==> src/rtl/vga_timing_pkg.sv <==
// Shared VGA timing definitions: standard mode sets and counter sizing helpers.
// The mode constants feed the vga_timing_gen parameters.
package vga_timing_pkg;

    typedef struct packed {
        int   h_display;
        int   h_front;
        int   h_sync;
        int   h_back;
        int   v_display;
        int   v_front;
        int   v_sync;
        int   v_back;
        int   clk_div;
        logic hsync_pol;
        logic vsync_pol;
    } vga_mode_t;

    // 640x480 @ 60 Hz from a 100 MHz system clock.
    localparam vga_mode_t VGA_640x480_60 =
        '{640, 16, 96, 48, 480, 10, 2, 33, 4, 1'b0, 1'b0};

    // 800x600 @ 72 Hz with a 2:1 clock divider.
    localparam vga_mode_t SVGA_800x600_72 =
        '{800, 56, 120, 64, 600, 37, 6, 23, 2, 1'b1, 1'b1};

    // Bits needed to hold the values 0..total-1, never less than one.
    function automatic int cnt_width(input int total);
        return (total > 1) ? $clog2(total) : 1;
    endfunction

    function automatic int h_total(input vga_mode_t m);
        return m.h_display + m.h_front + m.h_sync + m.h_back;
    endfunction

    function automatic int v_total(input vga_mode_t m);
        return m.v_display + m.v_front + m.v_sync + m.v_back;
    endfunction

endpackage

==> src/rtl/pixel_tick_gen.sv <==
// Pixel-rate divider: one-clock tick every CLK_DIV clocks while enabled.
// A clear returns the phase to zero so a restart always sees a full period.
module pixel_tick_gen
    import vga_timing_pkg::*;
#(
    parameter int CLK_DIV = 4
) (
    input  logic clock,
    input  logic reset,
    input  logic enable,
    input  logic clear,
    output logic tick
);

    localparam int               DIV_W    = cnt_width(CLK_DIV);
    localparam logic [DIV_W-1:0] DIV_LAST = DIV_W'(CLK_DIV - 1);

    logic [DIV_W-1:0] div;

    // NOTE: sequential state uses non-blocking assignments so every register
    // samples the pre-edge values, independent of statement order.
    always_ff @(posedge clock or posedge reset) begin
        if (reset) begin
            div <= '0;
        end else if (clear) begin
            div <= '0;
        end else if (enable) begin
            div <= (div == DIV_LAST) ? '0 : div + 1'b1;
        end
    end

    assign tick = enable && (div == DIV_LAST);

endmodule

==> src/rtl/vga_timing_gen.sv <==
// Parametrised VGA raster timing generator: pixel divider, H/V scan counters,
// registered syncs and video_on, line/frame strobes and a frame counter.
module vga_timing_gen
    import vga_timing_pkg::*;
#(
    parameter int H_DISPLAY = 640,
    parameter int H_FRONT   = 16,
    parameter int H_SYNC    = 96,
    parameter int H_BACK    = 48,
    parameter int V_DISPLAY = 480,
    parameter int V_FRONT   = 10,
    parameter int V_SYNC    = 2,
    parameter int V_BACK    = 33,
    parameter int CLK_DIV   = 4,
    parameter bit HSYNC_POL = 1'b0,
    parameter bit VSYNC_POL = 1'b0,
    parameter int CNT_W     = 11,
    parameter int FCNT_W    = 8
) (
    input  logic              clock,
    input  logic              reset,
    input  logic              enable,
    output logic              pixel_tick,
    output logic [CNT_W-1:0]  pixel_x,
    output logic [CNT_W-1:0]  pixel_y,
    output logic              h_sync,
    output logic              v_sync,
    output logic              video_on,
    output logic              line_end,
    output logic              frame_end,
    output logic [FCNT_W-1:0] frame_count
);

    localparam int H_TOTAL = H_DISPLAY + H_FRONT + H_SYNC + H_BACK;
    localparam int V_TOTAL = V_DISPLAY + V_FRONT + V_SYNC + V_BACK;

    localparam logic [CNT_W-1:0] H_LAST       = CNT_W'(H_TOTAL - 1);
    localparam logic [CNT_W-1:0] V_LAST       = CNT_W'(V_TOTAL - 1);
    localparam logic [CNT_W-1:0] H_VISIBLE    = CNT_W'(H_DISPLAY);
    localparam logic [CNT_W-1:0] V_VISIBLE    = CNT_W'(V_DISPLAY);
    localparam logic [CNT_W-1:0] H_SYNC_FIRST = CNT_W'(H_DISPLAY + H_FRONT);
    localparam logic [CNT_W-1:0] H_SYNC_LAST  = CNT_W'(H_DISPLAY + H_FRONT + H_SYNC - 1);
    localparam logic [CNT_W-1:0] V_SYNC_FIRST = CNT_W'(V_DISPLAY + V_FRONT);
    localparam logic [CNT_W-1:0] V_SYNC_LAST  = CNT_W'(V_DISPLAY + V_FRONT + V_SYNC - 1);

    logic             running;
    logic [CNT_W-1:0] x_next;
    logic [CNT_W-1:0] y_next;

    // The divider only counts once the scan is running and drops back to
    // phase zero as soon as enable is seen low.
    pixel_tick_gen #(
        .CLK_DIV(CLK_DIV)
    ) u_pixel_tick_gen (
        .clock (clock),
        .reset (reset),
        .enable(running),
        .clear (!enable),
        .tick  (pixel_tick)
    );

    assign line_end  = pixel_tick && (pixel_x == H_LAST);
    assign frame_end = line_end && (pixel_y == V_LAST);

    always_comb begin
        // NOTE: every output of this block gets a default first so no path
        // leaves a value unassigned and no latch is inferred.
        x_next = pixel_x;
        y_next = pixel_y;
        if (!running) begin
            x_next = '0;
            y_next = '0;
        end else if (pixel_tick) begin
            if (line_end) begin
                x_next = '0;
                y_next = (pixel_y == V_LAST) ? '0 : pixel_y + 1'b1;
            end else begin
                x_next = pixel_x + 1'b1;
            end
        end
    end

    // Syncs and video_on are decoded from the next position so they update on
    // the same edge as the counters.
    always_ff @(posedge clock or posedge reset) begin
        if (reset) begin
            running     <= 1'b0;
            pixel_x     <= '0;
            pixel_y     <= '0;
            h_sync      <= !HSYNC_POL;
            v_sync      <= !VSYNC_POL;
            video_on    <= 1'b0;
            frame_count <= '0;
        end else if (!enable) begin
            running  <= 1'b0;
            pixel_x  <= '0;
            pixel_y  <= '0;
            h_sync   <= !HSYNC_POL;
            v_sync   <= !VSYNC_POL;
            video_on <= 1'b0;
        end else begin
            running  <= 1'b1;
            pixel_x  <= x_next;
            pixel_y  <= y_next;
            h_sync   <= (x_next >= H_SYNC_FIRST && x_next <= H_SYNC_LAST) ? HSYNC_POL : !HSYNC_POL;
            v_sync   <= (y_next >= V_SYNC_FIRST && y_next <= V_SYNC_LAST) ? VSYNC_POL : !VSYNC_POL;
            video_on <= (x_next < H_VISIBLE) && (y_next < V_VISIBLE);
            if (frame_end) begin
                frame_count <= frame_count + FCNT_W'(1);
            end
        end
    end

endmodule

==> config.mk <==
export PLATFORM = sky130hd
export DESIGN_NAME = vga_timing_gen
export DESIGN_NICKNAME = d
export VERILOG_FILES = /design/src/rtl/vga_timing_pkg.sv /design/src/rtl/pixel_tick_gen.sv /design/src/rtl/vga_timing_gen.sv
export SDC_FILE = /design/constraint.sdc
export NUM_CORES = 1
export LEC_CHECK = 0
export CORE_MARGIN = 1.5
export CORE_UTILIZATION = 43
export CTS_CLUSTER_DIAMETER = 100
export CTS_CLUSTER_SIZE = 40
export DETAILED_ROUTE_END_ITERATION = 6
export GPL_TIMING_DRIVEN = 0
export PLACE_DENSITY = 0.68
export SLEW_MARGIN = 10
export SYNTH_ARGS = -nofsm -noshare
export SYNTH_HDL_FRONTEND = slang
export SYNTH_SLANG_ARGS = --single-unit
export TNS_END_PERCENT = 1
==> constraint.sdc <==
create_clock -name clock -period 4.3 [get_ports clock]
set_clock_uncertainty 0.15 [all_clocks]
set_input_delay 0.86 -clock clock [delete_from_list [all_inputs] [get_ports clock]]
set_output_delay 0.86 -clock clock [all_outputs]
set_load 0.005 [all_outputs]
==> results of run 1 <==
[registers in the layout, summed over array words and instances, names as in the netlist]
register              count
pixel_x                  11
h_sync                    1
running                   1
pixel_y                  11
video_on                  1
v_sync                    1
u_pixel_tick_gen.div      2
frame_count               8
[layer usage]
layer / routed length, microns / vias up
met5: 0 / -
met4: 104 / 0
met3: 251 / 11
met2: 2220 / 46
met1: 2150 / 876
li1: - / 876
[through the flow]
stage	area [sq um]	setup slack, ns
2_1_floorplan	2130	1.94
3_3_place_gp	2590	1.12
3_5_place_dp	2590	1.13
4_1_cts	2680	0.792
5_1_grt	2680	0.612
6_report	2680	0.798
[kinds of logic (layout without fill, tap and decap cells)]
family | Yosys count | in the layout | share of synthesized area
muxes | 5 | 5 | 0.0253
xor gates and xnor gates | 24 | 24 | 0.0989
and+or+nand+nor | 101 | 101 | 0.279
AOI/OAI and AO/OA | 30 | 30 | 0.0930
adders and majority gates | 5 | 5 | 0.0294
DFF | 36 | 36 | 0.425
buffers and inverters | 19 | 65 | 0.0494
[layout make-up]
type	count	area, sq um	area share
Sequential cell	36	903	0.337
Clock inverter	2	10.0	0.00373
Timing Repair Buffer	38	380	0.142
Inverter	8	30.0	0.0112
Clock buffer	6	82.6	0.0308
Tap cell	67	83.8	0.0313
Multi-Input combinational cell	165	1120	0.417
Buffer	11	75.1	0.0280
[synthesized netlist by cell type, drive strengths merged, types with 2 or more instances]
cell,number
dfstp,2
buf,8
nor3,7
and3,2
nand3,9
nand4,12
a211oi,4
nor2,26
nor4,9
inv,8
nor2b,3
o21ai,5
a31oi,2
and2,4
clkbuf,3
mux2,3
nand2,17
mux2i,2
xnor2,11
xor2,13
ha,5
o211ai,2
a21oi,10
and4,4
or4,2
dfrtp,34
[final timing paths]
kind	start	to	slack (ns)	cells after the start
setup / recovery	u_pixel_tick_gen.div[0]	frame_end	0.80	7
hold / removal	frame_count[7]	frame_count[7]	0.32	1
setup reg to reg	pixel_x[0]	video_on	1.71	7
hold reg to reg	frame_count[7]	frame_count[7]	0.32	1
max in group asynchronous	reset	pixel_x[6]	2.66	2
min in group asynchronous	reset	frame_count[1]	0.86	2
[power by group through the flow]
stage	clock network (uW)	logic (uW)	registers (uW)
after floorplan	0	17.4	349
final	253	26.0	342
after global placement	0	26.5	349
after CTS	257	27.0	342
after detailed placement	0	26.8	349
after global routing	272	30.1	343
[critical path: stages (launching register included)]
cell and delay, ns:
dfrtp_1 0.38, ha_1 0.15, buf_4 0.16, and4_1 0.19
buf_2 0.19, nand3_2 0.23, nor2_1 0.34, clkdlybuf4s50_1 0.56
==> out/metrics.yaml, run 1 <==
outcome:
  status: "finished clean"
floorplan:
  rows: 25
  die-area_sq_mm: 0.00537
  core-area_sq_mm: 0.00475
  initial_core_util: 0.447
  num_io_pins: 39
  fp.dieW_microns: 73.3
  die_h_microns: 73.3
clock_network:
  cts_hold_buf: 0
  clk_path_buf_depth: 2
  cts_tree: "yes"
  cts_sinks: 36
  clkLatencyLatePin_ns: 0.29
  clkSlewWorstSetupHoldPaths_ns: 0.07
  cts-buffers-inserted: 5
  post_cts_resized: 0
  clock-root-buffer: "clkbuf_8"
  cts_setup_buffers: 0
  h-tree-depth: 2
power:
  total_power_uw: 621
  p_switching_uw: 144
  seqPwrFrac: 0.551
  pwr-share-clk: 0.407
  irDropWorstVdd_mv: 0.149
  netSwitchingFraction: 0.232
  leakage_uw: 0.00111
  p_per_area_mw_per_mm2: 232
  p_int_uw: 477
  pwr-share-comb: 0.042
drt:
  drt-total-wl_microns: 4720
  ant_nets: 0
  drc: 0
  dr.pass1.iters: 4
  wl_per_cell_microns: 14.2
  num_vias: 1809
  routed_via_density: 5.43
  drtIter0Drc: 88
setup_path:
  worstSetupPathType: "register to primary output"
  critPathRequiredTime_ns: 3.29
  cp-end-kind: "primary output"
  startpoint_type: "register"
  worstPathArrival_ns: 2.49
  cp_max_fo: 10
layout:
  drive_gt1_frac: 0.132
  diodes: 0
  final_nets: 273
  fill_cells: 440
  final_cell_mix: "clkdlybuf4s50_1 (38), dfrtp_1 (34), nor2_1 (26)"
  final_cells: 333
  layout_commonest_cell: "clkdlybuf4s50_1"
  area_growth_pct: 26.2
  utilization: 0.564
logic_synthesis:
  synth.cell_area_sq_mm: 0.00213
  synth_top_area_cell: "dfrtp_1"
  syn_inst: 220
  synth_edf_count: 0
  synth-seq-cells: 36
  async_reset_ff_frac: 1.00
  synth.distinct_cells: 53
  ys_top_cells_by_area: "dfrtp_1 (40%), xor2_1 (5.4%), nor2_1 (4.6%)"
  ys.flop_type: "dfrtp_1"
  synth_warnings: 0
  syn_avg_cell_area_sq_um: 9.66
  yosysSeqAreaShare: 0.425
  yosysTopAreaCellShare: 0.400
  synth_fp_nets: 228
grt:
  grt_pass1_wl_microns: 8120
  grt_max_degree: 37
  gr-usage-met1: 0.275
  antenna_found_initial: 0
  grt_util_all_layers: 0.200
  grt.busiest_layer: "met2"
  grt_pass1_vias: 1706
  grt_util_met2: 0.300
  grt-ovfl-total: 0
  met3_usage: 0.0535
timing:
  setup_viol: 0
  worstMarginPinSlew_ns: 0.744
  fin_crit_sh: 0.815
  report.final.slew_viol_count: 0
  holdWs_ns: 0.320
  setup_tns_ns: 0
  slew_headroom: 0.503
  layout_min_cycle_time_ns: 3.50
  hold_violations: 0
  max_freq_ghz: 0.286
  rsz0062_at_grt: "false"
placed_design:
  routabilityCongestion: 0.845
  numPortBuffers: 38
  dp_cells: 325
  place_hpwl_microns: 3400
job:
  drv_cap: 0
min_path:
  hp-class: "register to register"
(Power assumes the default switching activity.)
==> inputs of run 2 (changes only) <==
- clock period: 4.3 -> 3.3 ns (I/O delays scaled with it)
==> run 2 against run 1 <==
Net effect:
- sequential cell count stayed put
- combinational power up 31%
- first-iteration DRC count rose by 27%
- total power increased by 30%
- via count hardly changed
==> out/metrics.yaml, run 2 (synthesis gave the netlist of run 1 again) <==
outcome:
  status: "finished clean"
setup_path:
  cp-endpoint: "frame_end"
  reg2regPathDepth: 7  # unchanged
  path_cells: "inv_1 > ha_1 > nor4bb_1 > nand4_1 > nor2_4 > clkdlybuf4s50_1"
  critPathRequiredTime_ns: 2.49  # -0.80 ns
  r2r-end: "video_on"
  startpoint: "pixel_y[0]"
  worstSetupPathType: "register to primary output"
  worstPathArrival_ns: 2.31  # -0.18 ns
  r2r_setup_slack_ns: 0.73  # -0.98 ns
  cp_max_fo: 8  # -2
  cp_slowest_cell: "clkdlybuf4s50_1"
  critPathMaxStageDelay_ns: 0.52  # -0.04 ns
  cp-end-kind: "primary output"
  startpoint_type: "register"
  r2r-start: "pixel_x[0]"
layout:
  diodes: 0  # unchanged
  layout_commonest_cell: "clkdlybuf4s50_1"
  utilization: 0.567  # +0.00316
  final_nets: 273  # unchanged
  reg_top3: "pixel_x x11, pixel_y x11, frame_count x8"
  area_growth_pct: 26.9
  final_cell_mix: "clkdlybuf4s50_1 (38), dfrtp_1 (34), nor2_1 (25)"
  drive_gt1_frac: 0.135  # +0.00376
clock_network:
  h-tree-depth: 2  # unchanged
  clock-root-buffer: "clkbuf_8"
  cts_setup_buffers: 0  # unchanged
  clkSlewWorstSetupHoldPaths_ns: 0.07  # about the same
  cts_sinks: 36  # unchanged
  clk_path_buf_depth: 2  # unchanged
  post_cts_resized: 1  # +1
  cts-buffers-inserted: 5  # unchanged
  cts_hold_buf: 0  # unchanged
  clkLatencyLatePin_ns: 0.29  # about the same
  cts_tree: "yes"
min_path:
  min_from: "frame_count[7]"
  min_path_cells: 1  # unchanged
  hp-class: "register to register"
power:
  irDropWorstVdd_mv: 0.194  # +30%
  pwr-share-comb: 0.042  # about the same
  seqPwrFrac: 0.553  # +0.002
  p_switching_uw: 185  # +28%
  netSwitchingFraction: 0.229  # -0.00262
  p_int_uw: 622  # +30%
  p_per_area_mw_per_mm2: 299  # +29%
  total_power_uw: 807  # +30%
  pwr-share-clk: 0.405  # -0.002
  leakage_uw: 0.00111  # about the same
placed_design:
  routabilityCongestion: 0.845  # unchanged
  place_hpwl_microns: 3400  # unchanged
  post-place-ws_ns: 0.325  # -0.800 ns
  numPortBuffers: 38  # unchanged
timing:
  setup_viol: 0  # unchanged
  slew_headroom: 0.503  # about the same
  max_freq_ghz: 0.321
  report.final.slew_viol_count: 0  # unchanged
  worst_slack_ns: 0.184  # -0.613 ns
  rsz0062_at_grt: "true"
  layout_min_cycle_time_ns: 3.12
  holdWs_ns: 0.321  # +0.00155 ns
  worstMarginPinSlew_ns: 0.744  # +0.000498 ns
  setup_tns_ns: 0  # unchanged
  fin_crit_sh: 0.944
  hold_violations: 0  # unchanged
floorplan:
  core-area_sq_mm: 0.00475  # unchanged
  fp.dieW_microns: 73.3  # unchanged
  initial_core_util: 0.447  # unchanged
  die_h_microns: 73.3  # unchanged
  rows: 25  # unchanged
  die-area_sq_mm: 0.00537  # unchanged
  num_io_pins: 39  # unchanged
drt:
  wl_per_cell_microns: 14.2  # about the same
  drtIter0Drc: 112  # +27%
  drt-total-wl_microns: 4720  # about the same
  num_vias: 1808  # -0.055%
  dr.pass1.iters: 7  # +3
  routed_via_density: 5.43  # about the same
  ant_nets: 0  # unchanged
  drc: 0  # unchanged
job:
  drv_cap: 0  # unchanged
grt:
  grt-ovfl-total: 0  # unchanged
  grt_max_degree: 37  # unchanged
  grt_util_all_layers: 0.200  # -0.000290
  grt_pass1_wl_microns: 8110  # -0.17%
  antenna_found_initial: 0  # unchanged
  grt_pass1_vias: 1704  # -0.12%
run 2: layout make-up:
type                    count  area [sq um]
repair buffers             38           380
clock inverters             2          10.0
clock buffers               6          82.6
plain buffers              11          75.1
well taps                  67          83.8
fillers                   438          2060
flip-flops and latches     36           903
inverters                   8          30.0
multi-input cells         165          1130
run 2: metrics by stage:
step | area, sq um | cells
after floorplan | 2130 | 220
after global placement | 2590 | 325
after CTS | 2690 | 333
final | 2700 | 333
after detailed placement | 2590 | 325
after global routing | 2700 | 333
run 2: power groups by stage:
stage	Sequential, uW	Combinational, uW	Clock [uW]
finish	446	34.0	327
global route	446	39.2	355
CTS	446	35.1	335
detailed placement	455	34.9	0
global placement	455	34.5	0
floorplan	454	22.6	0
run 2: worst min-delay path by stage:
| stage | end |
|---|---|
| floorplan | frame_count[7] |
| global placement | frame_count[7] |
| detailed placement | frame_count[7] |
| CTS | frame_count[7] |
| global route | frame_count[7] |
| finish | frame_count[7] |
run 2: per-layer routing:
layer	wire (microns)	vias up	global-route usage
met3	191	10	0.0535
met1	2190	882	0.274
met2	2240	40	0.300
met4	96	0	0.0844
li1	-	876	-
met5	0	-	0
run 2: critical path, delay by kind of cell (launching register included):
family        cells  cell delay, ns
simple gates      3            0.79
buf+inv           2            0.61
flops             1            0.47
fa+ha+maj         1            0.14
==> inputs of run 3 (changes only) <==
- CAP_MARGIN: not set -> 15
- GPL_TIMING_DRIVEN: 0 -> 1
==> run 3 against run 2 <==
Net effect:
- clock-buffer cell count down 1
- hold slack better by 0.013 ns
- non-clock buffer count down 7
- cell count down 2.1%
- critical path type unchanged
- sequential share of layout area up 0.47 points
- highest routed layer unchanged
- critical endpoint unchanged
- first-iteration DRC count down 39%
- design area down 1.4%
- critical path depth down 1
==> out/metrics.yaml, run 3 (synthesis gave the netlist of run 1 again) <==
drt:
  drc: 0  # unchanged
  drtIter0Drc: 68  # -39%
  routed_via_density: 5.47  # +0.73%
  wl_per_cell_microns: 14.9  # +5.1%
  num_vias: 1783  # -1.4%
  dr.pass1.iters: 4  # -3
  drt-total-wl_microns: 4860  # +2.9%
  ant_nets: 0  # unchanged
job:
  drv_cap: 0  # unchanged
grt:
  grt_pass1_vias: 1772  # +4.0%
  grt_util_all_layers: 0.206  # +0.00609
  grt_util_met2: 0.325  # +0.0253
  antenna_found_initial: 0  # unchanged
  grt_pass1_wl_microns: 8540  # +5.3%
  grt.busiest_layer: "met2"
  grt_max_degree: 37  # unchanged
  gr-usage-met1: 0.279  # +0.00525
  met3_usage: 0.0357  # -0.0178
  grt-ovfl-total: 0  # unchanged
timing:
  setup_viol: 0  # unchanged
  slew_headroom: 0.609  # +0.106
  hold_violations: 0  # unchanged
  layout_min_cycle_time_ns: 3.11  # -0.0101 ns
  worstMarginPinSlew_ns: 0.581  # -0.164 ns
  fin_crit_sh: 0.941  # -0.00305
  rsz0062_at_grt: "false"
  max_freq_ghz: 0.322  # +0.32%
  setup_tns_ns: 0  # unchanged
  report.final.slew_viol_count: 0  # unchanged
setup_path:
  critPathRequiredTime_ns: 2.49  # about the same
  cp_max_fo: 10  # +2
  worstPathArrival_ns: 2.30  # about the same
  cp-end-kind: "primary output"
  path_cells: "ha_2 > and4_2 > nand3_2 > nor2_1 > clkdlybuf4s50_1"
  cp-endpoint: "frame_end"
  reg2regPathDepth: 7  # unchanged
  cp.depth: 5  # -1
  path_buf_inv: 1  # -1
  r2r_setup_slack_ns: 0.78  # +0.05 ns
  worstSetupPathType: "register to primary output"
  startpoint: "u_pixel_tick_gen.div[0]"
  r2r-start: "pixel_x[1]"
  startpoint_type: "register"
  r2r-end: "video_on"
  cp_slowest_cell: "clkdlybuf4s50_1"
  critPathMaxStageDelay_ns: 0.53  # about the same
  critical_path.top_delay_family: "simple AND/OR/NAND/NOR gates"
floorplan:
  die-area_sq_mm: 0.00537  # unchanged
  rows: 25  # unchanged
  initial_core_util: 0.447  # unchanged
  fp.dieW_microns: 73.3  # unchanged
  core-area_sq_mm: 0.00475  # unchanged
  num_io_pins: 39  # unchanged
  die_h_microns: 73.3  # unchanged
placed_design:
  routabilityCongestion: 0.854  # +1.1%
  numPortBuffers: 38  # unchanged
  place_hpwl_microns: 3570  # +4.8%
power:
  p_int_uw: 678  # +9.0%
  total_power_uw: 864  # +7.1%
  pwr-share-comb: 0.035  # -0.007
  pwr-share-clk: 0.447  # +0.042
  leakage_uw: 0.00108  # -2.7%
  seqPwrFrac: 0.519  # -0.034
  netSwitchingFraction: 0.216  # -0.0136
  p_per_area_mw_per_mm2: 325  # +8.6%
  p_switching_uw: 186  # +0.73%
  irDropWorstVdd_mv: 0.228  # +18%
layout:
  final_cell_mix: "clkdlybuf4s50_1 (38), dfrtp_1 (34), nor2_1 (26)"
  final_nets: 266  # -2.6%
  diodes: 0  # unchanged
  reg_top3: "pixel_x x11, pixel_y x11, frame_count x8"
  layout_commonest_cell: "clkdlybuf4s50_1"
  area_growth_pct: 25.1
  drive_gt1_frac: 0.120  # -0.0156
clock_network:
  h-tree-depth: 2  # unchanged
  cts_sinks: 36  # unchanged
  clk_path_buf_depth: 2  # unchanged
  clkSlewWorstSetupHoldPaths_ns: 0.07  # about the same
  cts_tree: "yes"
  cts-buffers-inserted: 5  # unchanged
  cts_setup_buffers: 0  # unchanged
  clkLatencyLatePin_ns: 0.30  # about the same
  clock-root-buffer: "clkbuf_8"
outcome:
  status: "finished clean"
min_path:
  hp-class: "register to register"
run 3: how the worst min path moves through the flow:
stage / from / endpoint / slack, ns / depth (start not counted)
final: frame_count[7] / frame_count[7] / 0.33 / 1
after global routing: frame_count[7] / frame_count[7] / 0.36 / 1
after CTS: frame_count[6] / frame_count[6] / 0.35 / 1
after detailed placement: frame_count[6] / frame_count[6] / 0.34 / 1
after global placement: frame_count[7] / frame_count[7] / 0.31 / 1
after floorplan: frame_count[7] / frame_count[7] / 0.31 / 1
run 3: power groups by stage:
| stage | logic [uW] | registers (uW) | clock network (uW) |
|---|---|---|---|
| after floorplan | 22.6 | 454 | 0 |
| after global placement | 31.3 | 456 | 0 |
| after detailed placement | 30.9 | 457 | 0 |
| after CTS | 30.9 | 448 | 396 |
| after global routing | 35.4 | 448 | 410 |
| final | 29.9 | 448 | 386 |
run 3: what timing repair did:
item                                    CTS  global route
endpoints found under the setup margin    0             2
resized for setup                         0             2
hold buffers                              0             0
run 3: area by class of cell:
cell class                      count  area (sq um)
Clock buffer                        5          68.8
Clock inverter                      3          42.5
Fill cell                         459          2090
Inverter                            8          30.0
Multi-Input combinational cell    165          1120
Sequential cell                    36           903
Tap cell                           67          83.8
Timing Repair Buffer               42           410
run 3: metrics by stage:
stage | hold WS, ns | instances | setup WS, ns | util | instance area (sq um)
4_1_cts | 0.353 | 326 | 0.0542 | 0.559 | 2660
5_1_grt | 0.356 | 326 | 0.0141 | 0.559 | 2660
6_report | 0.334 | 326 | 0.195 | 0.559 | 2660
2_1_floorplan | 0.315 | 220 | 1.09 | - | 2130
3_3_place_gp | 0.308 | 318 | 0.447 | 0.535 | 2540
3_5_place_dp | 0.339 | 318 | 0.381 | 0.535 | 2540
run 3: metal layers:
metal	vias up	share of wire
met2	38	0.48
met1	876	0.46
met3	9	0.033
met5	-	0
li1	860	-
met4	0	0.021
